===== config.mk =====
export PLATFORM = sky130hd
export DESIGN_NAME = if_id_stage_flat
export DESIGN_NICKNAME = d
export VERILOG_FILES = /design/src/rtl/if_id_if.sv /design/src/rtl/if_id_stage.sv /design/src/flat_wrapper.sv
export SDC_FILE = /design/constraint.sdc
export NUM_CORES = 1
export LEC_CHECK = 0
export BUFFER_PORTS_ARGS = -buffer_cell sky130_fd_sc_hd__buf_2
export CAP_MARGIN = 20
export CORE_MARGIN = 5
export CORE_UTILIZATION = 53
export CTS_CLUSTER_DIAMETER = 50
export DETAILED_ROUTE_END_ITERATION = 8
export PLACE_DENSITY = 0.8
export REMOVE_ABC_BUFFERS = 1
export SLEW_MARGIN = 20
export SYNTH_ARGS = -nofsm -noshare
export SYNTH_HDL_FRONTEND = slang
export SYNTH_SLANG_ARGS = --single-unit
export TNS_END_PERCENT = 20

===== constraint.sdc =====
create_clock -name clk -period 1.9 [get_ports clk]
set_clock_uncertainty 0.2 [all_clocks]
set_input_delay 0.38 -clock clk [delete_from_list [all_inputs] [get_ports clk]]
set_output_delay 0.38 -clock clk [all_outputs]
set_load 0.01 [all_outputs]

===== src/rtl/if_id_if.sv =====
// Fetch/hazard-to-decode bundle for the IF/ID stage; ifid_bubbles exists only
// when IFID_BUBBLE_COUNT_EN is defined.
interface if_id_if;
  // Handshake: a word transfers on a rising edge where if_valid && if_ready.
  // if_ready is a registered output; while if_valid && !if_ready the fetch
  // side must hold if_instr/if_pc4 stable.
  logic [31:0] if_instr;
  logic [31:0] if_pc4;
  logic        if_valid;
  logic        if_ready;
  logic        stall;
  logic        flush;
  logic [31:0] ifid_out;
  logic [31:0] ifid_pc4;
  logic        ifid_valid;
`ifdef IFID_BUBBLE_COUNT_EN
  logic [15:0] ifid_bubbles;
`endif

  modport master (
    output if_instr, if_pc4, if_valid, stall, flush,
`ifdef IFID_BUBBLE_COUNT_EN
    input  ifid_bubbles,
`endif
    input  if_ready, ifid_out, ifid_pc4, ifid_valid
  );

  modport slave (
    input  if_instr, if_pc4, if_valid, stall, flush,
`ifdef IFID_BUBBLE_COUNT_EN
    output ifid_bubbles,
`endif
    output if_ready, ifid_out, ifid_pc4, ifid_valid
  );
endinterface


===== src/rtl/if_id_stage.sv =====
// IF/ID pipeline register with a one-entry skid buffer and flush-to-NOP.
// Optional bubble counter enabled by defining IFID_BUBBLE_COUNT_EN.
module if_id_stage #(
  parameter logic [31:0] RESET_INSTR = 32'h0000_0000
) (
  input logic    clk,
  input logic    rst,
  if_id_if.slave bus
);

  logic [31:0] out_q, out_d;
  logic [31:0] pc4_q, pc4_d;
  logic        valid_q, valid_d;
  logic [31:0] skid_instr_q, skid_instr_d;
  logic [31:0] skid_pc4_q, skid_pc4_d;
  logic        skid_full_q, skid_full_d;
  logic        accept;
  logic        bubble;

  // if_ready is just the inverted skid flag, so it is a pure register output.
  assign accept = bus.if_valid && !skid_full_q;

  always_comb begin
    out_d        = out_q;
    pc4_d        = pc4_q;
    valid_d      = valid_q;
    skid_instr_d = skid_instr_q;
    skid_pc4_d   = skid_pc4_q;
    skid_full_d  = skid_full_q;
    bubble       = 1'b0;
    if (bus.flush) begin
      out_d       = RESET_INSTR;
      valid_d     = 1'b0;
      skid_full_d = 1'b0;
    end else if (bus.stall) begin
      if (accept) begin
        skid_instr_d = bus.if_instr;
        skid_pc4_d   = bus.if_pc4;
        skid_full_d  = 1'b1;
      end
    end else if (skid_full_q) begin
      // Skid drains first so older words always reach decode before newer ones.
      out_d       = skid_instr_q;
      pc4_d       = skid_pc4_q;
      valid_d     = 1'b1;
      skid_full_d = 1'b0;
    end else if (accept) begin
      out_d   = bus.if_instr;
      pc4_d   = bus.if_pc4;
      valid_d = 1'b1;
    end else begin
      out_d   = RESET_INSTR;
      valid_d = 1'b0;
      bubble  = 1'b1;
    end
  end

  always_ff @(posedge clk) begin
    if (rst) begin
      out_q        <= RESET_INSTR;
      pc4_q        <= 32'h0;
      valid_q      <= 1'b0;
      skid_instr_q <= 32'h0;
      skid_pc4_q   <= 32'h0;
      skid_full_q  <= 1'b0;
    end else begin
      out_q        <= out_d;
      pc4_q        <= pc4_d;
      valid_q      <= valid_d;
      skid_instr_q <= skid_instr_d;
      skid_pc4_q   <= skid_pc4_d;
      skid_full_q  <= skid_full_d;
    end
  end

  assign bus.ifid_out   = out_q;
  assign bus.ifid_pc4   = pc4_q;
  assign bus.ifid_valid = valid_q;
  assign bus.if_ready   = !skid_full_q;

`ifdef IFID_BUBBLE_COUNT_EN
  logic [15:0] bubbles_q, bubbles_d;

  always_comb begin
    bubbles_d = bubbles_q;
    if (bubble && bubbles_q != 16'hFFFF) bubbles_d = bubbles_q + 16'd1;
  end

  always_ff @(posedge clk) begin
    if (rst) bubbles_q <= 16'h0;
    else     bubbles_q <= bubbles_d;
  end

  assign bus.ifid_bubbles = bubbles_q;
`else
  logic unused_bubble;
  assign unused_bubble = bubble;
`endif

endmodule

===== src/flat_wrapper.sv =====
// flat-port wrapper written by rule: the top's interface ports become plain ports
module if_id_stage_flat 
#(
  parameter logic [31:0] RESET_INSTR = 32'h0000_0000
)
  (clk, rst, bus_if_instr, bus_if_pc4, bus_if_valid, bus_stall, bus_flush, bus_if_ready, bus_ifid_out, bus_ifid_pc4, bus_ifid_valid);
  if_id_if bus_i ();
  input logic clk;
  input logic rst;
  input wire logic [$bits(bus_i.if_instr)-1:0] bus_if_instr;
  input wire logic [$bits(bus_i.if_pc4)-1:0] bus_if_pc4;
  input wire logic [$bits(bus_i.if_valid)-1:0] bus_if_valid;
  input wire logic [$bits(bus_i.stall)-1:0] bus_stall;
  input wire logic [$bits(bus_i.flush)-1:0] bus_flush;
  output wire logic [$bits(bus_i.if_ready)-1:0] bus_if_ready;
  output wire logic [$bits(bus_i.ifid_out)-1:0] bus_ifid_out;
  output wire logic [$bits(bus_i.ifid_pc4)-1:0] bus_ifid_pc4;
  output wire logic [$bits(bus_i.ifid_valid)-1:0] bus_ifid_valid;
  assign bus_i.if_instr = bus_if_instr;
  assign bus_i.if_pc4 = bus_if_pc4;
  assign bus_i.if_valid = bus_if_valid;
  assign bus_i.stall = bus_stall;
  assign bus_i.flush = bus_flush;
  assign bus_if_ready = bus_i.if_ready;
  assign bus_ifid_out = bus_i.ifid_out;
  assign bus_ifid_pc4 = bus_i.ifid_pc4;
  assign bus_ifid_valid = bus_i.ifid_valid;
  if_id_stage #(.RESET_INSTR(RESET_INSTR)) u_core (.clk(clk), .rst(rst), .bus(bus_i));
endmodule

[After elaboration in Yosys (flattened, before gate mapping)]
Cells that the tools add are included.
Operators by class
  add/sub/neg operators: 0
  $mul: 0
  divide/modulo/power cells: 0
  $lt $le $gt $ge: 0
  equal/unequal tests: 0
  shift operators: 0
  mux-type cells: 6
  bitwise logic cells: 2
  reduce and logical (&&, ||, !) cells: 7
Operator list (count)
  $mux 32: 4
  $reduce_and 3->1: 2
  $reduce_or 3->1: 1
  $mux 1: 2
  $not 1->1: 2
  $reduce_bool 2->1: 1
  $reduce_or 2->1: 1
  $logic_and 1x1->1: 1
  $logic_not 1->1: 1
Storage, ports and cells
  bits in registers: 130
  bits in latches: 0
  RAM bits: 0
  ROM bits: 0
  input port bits: 69
  output and inout port bits: 66
  logic and storage cells: 21
  memories kept: 0

[Longest topological paths before layout]
Gate-level depths: netlist of run 1.
  depth in word-level cells: 4
  depth in mapped cells: 6
  depth with buffers taken out: 3

[Worst setup path after synthesis of run 1]
No wires, ideal clock.
  kind: input-to-reg
  from: input bus_if_valid
  to: register u_core.pc4_q[10], in the netlist u_core.bus.ifid_pc4[10]
  library setup time: 0.081 ns
  arrival time: 1.254 ns
  required time: 1.619 ns
  path slack: 0.364 ns
  stages on the path: 6
  buffers on the path: 3
  cells stage by stage: or2_1 > buf_2 > and2_4 > buf_6 > buf_6 > a211oi_2
Between the ends
  longest elaborated chain between the ends: 3
RTL lines
  from (decl): RTL line flat_wrapper.sv:12  | input wire logic [$bits(bus_i.if_valid)-1:0] bus_if_valid;
  $logic_and 1x1->1: RTL line if_id_stage.sv:21  | assign accept = bus.if_valid && !skid_full_q;
  $reduce_bool 2->1 (no line)
  $reduce_and 3->1 (no line)
  to (signal assigned): RTL line if_id_stage.sv:68  | pc4_q <= pc4_d;
  to (decl): RTL line if_id_stage.sv:12  | logic [31:0] pc4_q, pc4_d;
Every way passes these cells.
A chain may end at the register's enable or synchronous reset.

[Worst setup path in the final report of run 1]
  from: register u_core.skid_full_q
  to: output bus_if_ready
Between the ends
  longest elaborated chain between the ends: 1
RTL lines
  from (decl): RTL line if_id_stage.sv:16  | logic skid_full_q, skid_full_d;
  from (signal assigned): RTL line if_id_stage.sv:72  | skid_full_q <= skid_full_d;
  $logic_not 1->1: RTL line if_id_stage.sv:79  | assign bus.if_ready = !skid_full_q;
  to (decl): RTL line flat_wrapper.sv:15  | output wire logic [$bits(bus_i.if_ready)-1:0] bus_if_ready;
Every way passes these cells.

==> flow_summary.toml, run 1 <==
[timing]
relSlewSlack_pct = 61.0
clock.fmax_mhz = 563
finalHoldViolations = 0
drv_slew = 0
tns_ns = 0
period_share_pct = 93.5
holdWs_ns = 0.0834
min_period_ns = 1.78
setup_viol = 0
tightest_slew_ns = 0.585
grt_setup_unrepaired = "false"

[setup_path]
timing.rr.start = "u_core.skid_full_q"
cp_slowest_cell = "dfxtp_4"
slowest_delay_ns = 0.41
r2r-end = "u_core.bus.ifid_pc4[20]"
cp_max_fo = 6
cp_cell_sequence = "buf_16 -> inv_1 -> buf_2"
r2r_setup_slack_ns = 0.26
crit_type = "flop to primary output"
critPathRequiredTime_ns = 1.32
cp-start-kind = "flop"
cp-end-kind = "primary output"
reg2reg_depth = 5
worst-endpoint-arrival_ns = 1.20

[logic_synthesis]
synth_cell_type_count = 21
synthAdderAreaFrac_pct = 0
yosysMostFrequentCell = "dfxtp_1"
syn_avg_cell_area_um2 = 9.02
synth_top_area_cell = "dfxtp_1"
netlist_area_um2 = 5270
yosysTopAreaCellShare_pct = 49.4
synthTopCellsByCount = "dfxtp_1 (130), nand2_1 (128), a21oi_1 (96)"
yosys.area_share.simple_pct = 17.2
ys_ff_latch = 130
synth-async-reset-ratio_pct = 0
synthFlopType = "dfxtp_1"
synth_area_leaders = "dfxtp_1 (49%), a21oi_1 (9.1%), nand2_1 (9.1%)"
synth-edff-count = 0
synth_mux_area_share_pct = 6.27
ys_seq_area_share_pct = 49.4
synth_compound_area_share_pct = 21.8
yosys_warnings = 0
synth-xor-area-share_pct = 0
syn-instance-count = 584
synth_top_family_by_area = "compound AO/OA/AOI/OAI gates"

[cts]
cts.clk_slew.worst_paths_ns = 0.06
cts_buffers = 17
cts-root-buf = "clkbuf_8"
tritoncts = "built"
cts-htree-levels = 4
cts_max_path_buffers = 2
insertion_delay_ns = 0.51
clock_sinks = 130

[flow_run]
maxCapViolCount = 0

[routing]
drc = 0
via_per_inst = 5.57
via_count = 5031
ant_nets = 0
drt_pass1_iterations = 7
wl_per_cell_um = 16.7
wirelength_um = 15100
drt_iter0_markers = 304

[die]
fp.dieW_um = 110
die_h_um = 110
die_area_um2 = 12000
ios = 135
fp-row-count = 36
core_um2 = 9730
initial_core_util_pct = 54.2

[layout]
final_util_pct = 74.8
layout.nets = 827
fin_area_um2 = 7280
diodes = 0
drive_gt1_share_pct = 27.9
area_growth_pct = 38.2

[power_and_ir_drop]
ir_drop_uv = 706
p_per_area_nw_per_um2 = 917
leakage_nw = 2.86

[min_path]
hp-class = "input pin to flop"
hold_start = "bus_flush"
hold_end = "u_core.skid_full_q"
hold_depth = 3

[global_route]
grt_pass1_vias = 4979
grt_max_degree = 98
grt_pass1_wl_um = 24200
antenna_found_initial = 1
grtUsageTotal_pct = 25.6
grt-ovfl-total = 0

[place]
portBuffers = 134
gp_congestion = 0.735
placed_cell_area_um2 = 6040
dpl.hpwl_um = 8620

[status]
status = "completed"
[power breakdown]
group          switching (mW)  internal [mW]  total (mW)
Clock                    1.17           1.82        2.99
Combinational           0.423          0.368       0.791
Sequential             0.0614           2.84        2.90
Total                    1.65           5.03        6.68
[final cells by class]
| cell class | instances | area [um^2] |
|---|---|---|
| repair buffers | 213 | 1530 |
| multi-input cells | 395 | 2420 |
| flip-flops and latches | 130 | 2610 |
| inverters | 1 | 3.75 |
| fillers | 690 | 2450 |
| clock buffers | 22 | 463 |
| clock inverters | 10 | 83.8 |
| well taps | 133 | 166 |
[registers in the layout, summed over array words and instances (netlist names)]
name                   flops
u_core.skid_full_q         1
u_core.bus.ifid_out       32
u_core.skid_pc4_q         32
u_core.bus.ifid_pc4       32
u_core.bus.ifid_valid      1
u_core.skid_instr_q       32
[layer usage]
layer	GRT usage [%]	vias to the layer above	wire (um)
met5	0	-	12
met4	9.62	2	271
met3	8.57	31	1440
met2	40.9	242	7290
met1	32.1	2351	6070
li1	-	2405	-
[placed cells by master (no fill, tap or decap), drive strengths merged, types with 2 or more instances in the layout]
master       count
buf            148
dfxtp          130
nand2          128
a21oi           96
dlygate4sd3     64
mux2i           33
nor2b           33
a221oi          32
nor3            32
a211oi          32
clkbuf          22
clkinv           7
nor2             3
or2              2
clkinvlp         2
[worst max-delay path, delay by kind of cell (launching register included)]
kind,cells,cell delay (ns)
buffers and inverters,3,0.27
DFF,1,0.41
[cell families after synthesis]
family / Yosys count
AND/OR/NAND/NOR: 202
AO/OA/AOI/OAI: 160
flip-flops: 130
buffers and inverters: 59
multiplexers: 33
[worst max path at each step]
stage                       startpoint                      end  slack (ns)
detailed placement        bus_if_valid     u_core.skid_pc4_q[8]        0.11
finish              u_core.skid_full_q             bus_if_ready        0.12
global placement             bus_stall  u_core.bus.ifid_pc4[31]        0.17
CTS                 u_core.skid_full_q             bus_if_ready        0.09
floorplan           u_core.skid_full_q   u_core.skid_instr_q[0]       -4.50
global route        u_core.skid_full_q             bus_if_ready        0.07
[through the flow]
stage / power [mW] / instances / setup WS (ns)
after floorplan: 3.29 / 526 / -4.50
after global placement: 3.60 / 805 / 0.166
after detailed placement: 3.62 / 805 / 0.105
after CTS: 6.70 / 904 / 0.0915
after global routing: 6.93 / 904 / 0.0718
final: 6.68 / 904 / 0.124
[repair_timing]
item	in CTS	in global routing
endpoints found under the hold margin	66	0
buffers inserted	2	0
resized for setup	1	0
endpoints found under the setup margin	1	0
hold buffers	64	0
No activity file was read; power rests on OpenSTA's default activity.
==> run 2, diff against run 1 <==
--- a/config.mk
+++ b/config.mk
@@ -11,8 +11,7 @@
 export CORE_UTILIZATION = 53
 export CTS_CLUSTER_DIAMETER = 50
 export DETAILED_ROUTE_END_ITERATION = 8
-export PLACE_DENSITY = 0.8
-export REMOVE_ABC_BUFFERS = 1
+export PLACE_DENSITY_LB_ADDON = 0.08
 export SLEW_MARGIN = 20
 export SYNTH_ARGS = -nofsm -noshare
 export SYNTH_HDL_FRONTEND = slang
==> run 2 against run 1 <==
Compared with the run above: core utilization is 0.090 points lower; sequential cell count stayed put; die area stayed put; global-route usage is 0.81 points lower; clock-buffer cell count is 2 higher; maximum frequency is 1.5% lower; register-to-register slack worse by 0.12 ns; worst hold slack better by 0.0033 ns; largest power group unchanged; highest routed layer is now met4; non-clock buffer count is 7 higher; cell area is 0.12% lower.
==> flow_summary.toml, run 2 (synthesis results as in run 1) <==
[status]
status = "completed"

[die]
fp.dieW_um = 110
fp-row-count = 36
initial_core_util_pct = 54.2
ios = 135
die_h_um = 110
core_um2 = 9730
die_area_um2 = 12000

[routing]
drc = 0
drt_pass1_iterations = 4
drt_iter0_markers = 218
via_per_inst = 5.50
wl_per_cell_um = 15.9
wirelength_um = 14400
via_count = 4999
ant_nets = 0

[global_route]
grt_pass1_wl_um = 23600
grt_pass1_vias = 4929
grtUsageTotal_pct = 24.8
antenna_found_initial = 0
grt_max_degree = 54
grt-ovfl-total = 0

[setup_path]
cp-end-kind = "primary output"
cp_slowest_cell = "dfxtp_4"
critPathRequiredTime_ns = 1.32
cp_cell_sequence = "buf_12 -> inv_1 -> buf_2"
crit_type = "flop to primary output"
worst-endpoint-arrival_ns = 1.22
reg2reg_depth = 4
cp_max_fo = 19
slowest_delay_ns = 0.36
cp-start-kind = "flop"

[timing]
relSlewSlack_pct = 62.3
drv_slew = 0
setup_viol = 0
min_period_ns = 1.80
tns_ns = 0
tightest_slew_ns = 0.565
finalHoldViolations = 0
period_share_pct = 94.9
holdWs_ns = 0.0867
grt_setup_unrepaired = "false"
clock.fmax_mhz = 555

[flow_run]
maxCapViolCount = 0

[power_and_ir_drop]
leakage_nw = 2.88
p_per_area_nw_per_um2 = 923
ir_drop_uv = 465

[layout]
fillCellCount = 700
final_util_pct = 74.8
layout.nets = 834
diodes = 0
mostFrequentLayoutCells = "buf_2 (133), dfxtp_1 (129), nand2_1 (128)"
regArea_um2 = 2610
drive_gt1_share_pct = 28.1
area_growth_pct = 38.0
final_common_cell = "buf_2"
multiInputGateArea_um2 = 2430

[cts]
cts-root-buf = "clkbuf_8"
clock_sinks = 130
insertion_delay_ns = 0.51
cts_max_path_buffers = 2
tritoncts = "built"
cts.clk_slew.worst_paths_ns = 0.05
cts_buffers = 17
cts-htree-levels = 4

[place]
gp_congestion = 0.791
dpl.hpwl_um = 8860
portBuffers = 134

[min_path]
hp-class = "input pin to flop"
hold_depth = 3

[logic_synthesis]
synth_nets = 653
## run 2: changes by cell type in the layout (fill, tap and decap cells not counted), sizes merged
cell | previous run | this run
clkbuf | 22 | 24
bufbuf | 1 | 0
clkinv | 7 | 4
buf | 148 | 156
clkinvlp | 2 | 0
bufinv | 1 | 2
## run 2: path summary, 6_finish.rpt
path	from	endpoint	slack (ns)
max reg2reg	u_core.skid_full_q	u_core.bus.ifid_pc4[31]	0.14
min reg2reg	u_core.skid_pc4_q[10]	u_core.skid_pc4_q[10]	0.25
min	bus_flush	u_core.skid_full_q	0.09
max	u_core.skid_full_q	bus_if_ready	0.1
## run 2: cell type report
class | instances | area share [%]
well taps | 133 | 2.29
flip-flops and latches | 130 | 35.8
clock buffers | 24 | 6.47
repair buffers | 220 | 20.8
clock inverters | 6 | 1.10
inverters | 1 | 0.0516
multi-input cells | 395 | 33.4
## run 2: worst max-delay path: cells and delay by family, from the launching register on
family	cells	cell delay, ns
buffers and inverters	3	0.35
flip-flops	1	0.36
## run 2: routing by layer
| layer | global-route usage [%] | share of wire [%] | vias to the layer above |
|---|---|---|---|
| met4 | 9.17 | 1.5 | 0 |
| met2 | 42.6 | 51 | 177 |
| li1 | - | - | 2403 |
| met5 | 0 | 0 | - |
| met3 | 5.17 | 6.2 | 19 |
| met1 | 30.6 | 42 | 2400 |
## run 2: power breakdown
group          total (mW)  internal [mW]  switching [mW]
clock network        3.03           1.95            1.09
logic               0.779          0.366           0.413
registers            2.90           2.84          0.0603
total                6.71           5.15            1.56
## run 2: repair_timing
item	CTS	global route
gates resized for setup	3	1
hold buffers	64	0
endpoints found under the hold margin	64	0
endpoints found under the setup margin	1	11
buffers inserted	2	0
## run 2: stage by stage
stage               power (mW)  area [um^2]  instances  setup WS [ns]
detailed placement        3.62         6050        813         0.0521
global route              6.98         7270        909         0.0462
CTS                       6.75         7270        909         0.0711
floorplan                 3.36         5270        584          0.364
global placement          3.60         6050        813          0.114
finish                    6.71         7270        909         0.0976
==> run 3, diff against run 2 <==
--- a/config.mk
+++ b/config.mk
@@ -5,6 +5,8 @@
 export SDC_FILE = /design/constraint.sdc
 export NUM_CORES = 1
 export LEC_CHECK = 0
+export ABC_AREA = 1
+export ABC_CLOCK_PERIOD_IN_PS = 1900
 export BUFFER_PORTS_ARGS = -buffer_cell sky130_fd_sc_hd__buf_2
 export CAP_MARGIN = 20
 export CORE_MARGIN = 5
==> constraint.sdc (replaced) <==
create_clock -name clk -period 1.9 [get_ports clk]
set_clock_uncertainty 0.2 [all_clocks]
set_input_delay 0.38 -clock clk [delete_from_list [all_inputs] [get_ports clk]]
set_output_delay 0.38 -clock clk [all_outputs]
set_load 0.1 [all_outputs]
==> run 3 against run 2 <==
Compared with the run above: synthesized cell count rose by 39%; sequential power is essentially flat; critical path depth down 2; combinational power grew 59%; power up 12%; cell count up 26%; worst hold slack improved by 0.025 ns.
==> flow_summary.toml, run 3 <==
[routing]
drt_pass1_iterations = 6
drt_iter0_markers = 412
wl_per_cell_um = 12.5
via_per_inst = 4.91
via_count = 5613
drc = 0
wirelength_um = 14300
ant_nets = 0

[logic_synthesis]
yosysMostFrequentCell = "nand2_1"
syn-instance-count = 814
synth_area_leaders = "dfxtp_1 (47%), nand2_1 (15%), nor2_1 (11%)"
synth-async-reset-ratio_pct = 0
netlist_area_um2 = 5580
ys_seq_area_share_pct = 46.6
synth_top_area_cell = "dfxtp_1"
synthTopCellsByCount = "nand2_1 (217), nor2_1 (158), dfxtp_1 (130)"
synth_nets = 883
synth-edff-count = 0
ys_ff_latch = 130
yosysTopAreaCellShare_pct = 46.6
synthAdderAreaFrac_pct = 0
synth_compound_area_share_pct = 14.9
yosys.area_share.simple_pct = 28.2
syn_avg_cell_area_um2 = 6.86
synthFlopType = "dfxtp_1"
synth-xor-area-share_pct = 0
yosys_warnings = 0
synth_top_family_by_area = "simple AND/OR/NAND/NOR gates"
synth_mux_area_share_pct = 0
synth_cell_type_count = 19

[global_route]
grt-ovfl-total = 0
grt_pass1_vias = 5395
met2_usage_pct = 37.9
busiest_layer = "met2"
grt_pass1_wl_um = 24300
gr-usage-met1_pct = 28.5
grtUsageMet3_pct = 5.23
grt_max_degree = 52
antenna_found_initial = 0
grtUsageTotal_pct = 22.9

[setup_path]
cp-start-kind = "flop"
critPathRequiredTime_ns = 1.32
cp-end-kind = "primary output"
cp_cell_sequence = "buf_2"
crit_family = "buffers and inverters"
r2r_setup_slack_ns = 0.27
worst-endpoint-arrival_ns = 1.28
cp_slowest_cell = "buf_2"
cp_max_fo = 2
path_buf_inv = 1
slowest_delay_ns = 0.43
crit_type = "flop to primary output"

[flow_run]
maxCapViolCount = 0

[timing]
finalHoldViolations = 0
period_share_pct = 97.9
grt_setup_unrepaired = "false"
tns_ns = 0
setup_viol = 0
drv_slew = 0
min_period_ns = 1.86
relSlewSlack_pct = 65.6
tightest_slew_ns = 0.520
clock.fmax_mhz = 537

[power_and_ir_drop]
ir_drop_uv = 653
swShare_pct = 28.4
p_int_mw = 5.38
combPwrFrac_pct = 16.5
p_per_area_nw_per_um2 = 987
seq_power_share_pct = 38.9
pwr-share-clk_pct = 44.5
power.switching_mw = 2.14
leakage_nw = 3.65

[die]
core_um2 = 10300
fp-row-count = 37
initial_core_util_pct = 54.3
ios = 135
die_h_um = 113
die_area_um2 = 12700
fp.dieW_um = 113

[cts]
cts_max_path_buffers = 2
cts.clk_slew.worst_paths_ns = 0.06
cts-htree-levels = 4
insertion_delay_ns = 0.51
clock_sinks = 130
cts_buffers = 17
tritoncts = "built"
cts-root-buf = "clkbuf_8"

[layout]
area_growth_pct = 36.3
diodes = 0
regArea_um2 = 2610
final_common_cell = "nand2_1"
fin_area_um2 = 7610
multiInputGateArea_um2 = 2410
fillCellCount = 817
final_util_pct = 74.1
layout.nets = 1064
drive_gt1_share_pct = 19.3
mostFrequentLayoutCells = "nand2_1 (217), nor2_1 (157), dfxtp_1 (129)"

[place]
placed_cell_area_um2 = 6290
portBuffers = 134
dpl.hpwl_um = 8920
gp_congestion = 0.778

[min_path]
hp-class = "input pin to flop"

[status]
status = "completed"
==> run 3: cell count changes in the layout (fill, tap and decap cells not counted), moves of 33 or more <==
cell / change
inv_1: +66
mux2i_1: -33
nand2_1: +89
nor2_1: +155
o21ai_0: +64
==> run 3: area by class of cell <==
| class | count | share of cell area (%) |
|---|---|---|
| sequential | 130 | 34.2 |
| multi-input combinational | 559 | 31.7 |
| timing repair buffer | 216 | 20.3 |
| clock buffer | 18 | 5.62 |
| inverter | 71 | 3.50 |
| clock inverter | 14 | 2.47 |
| tap | 136 | 2.24 |
==> run 3: power groups by stage <==
stage	Clock, mW	Sequential [mW]	Combinational, mW
floorplan	0	3.44	0.422
global placement	0	2.97	1.11
detailed placement	0	2.98	1.12
CTS	3.41	2.92	1.23
global route	3.51	2.94	1.35
finish	3.35	2.92	1.24
==> run 3: cells by family after synthesis <==
kind of cell | after synthesis
simple gates | 399
compound gates | 160
flops | 130
buf+inv | 125
==> run 3: final timing paths <==
path | startpoint | to | depth (start not counted)
max | u_core.bus.ifid_out[12] | bus_ifid_out[12] | 1
min | bus_flush | u_core.skid_instr_q[1] | 4
max reg2reg | u_core.skid_full_q | u_core.bus.ifid_pc4[4] | 7
min reg2reg | u_core.bus.ifid_valid | u_core.bus.ifid_valid | 2
==> run 3: repair_timing <==
action	CTS	global route
buffers inserted	0	0
gates resized for setup	10	11
hold buffers	65	0
endpoints found under the hold margin	96	0
endpoints found under the setup margin	9	11
==> run 3: metal layers <==
metal | routed length (um) | vias to the layer above | part of all wire (%)
met1 | 6160 | 2496 | 43
met4 | 337 | 0 | 2.4
met2 | 6880 | 197 | 48
li1 | - | 2889 | -
met3 | 890 | 31 | 6.2
met5 | 0 | - | 0
==> run 3: through the flow <==
step / worst slack [ns] / std cells / power (mW) / hold WS [ns]
6_report: 0.0391 / 1144 / 7.51 / 0.112
5_1_grt: 0.0000742 / 1144 / 7.80 / 0.130
4_1_cts: 0.00295 / 1144 / 7.57 / 0.0859
3_5_place_dp: 0.205 / 1047 / 4.10 / 0.252
3_3_place_gp: 0.248 / 1047 / 4.08 / 0.249
2_1_floorplan: 0.181 / 814 / 3.86 / 0.239
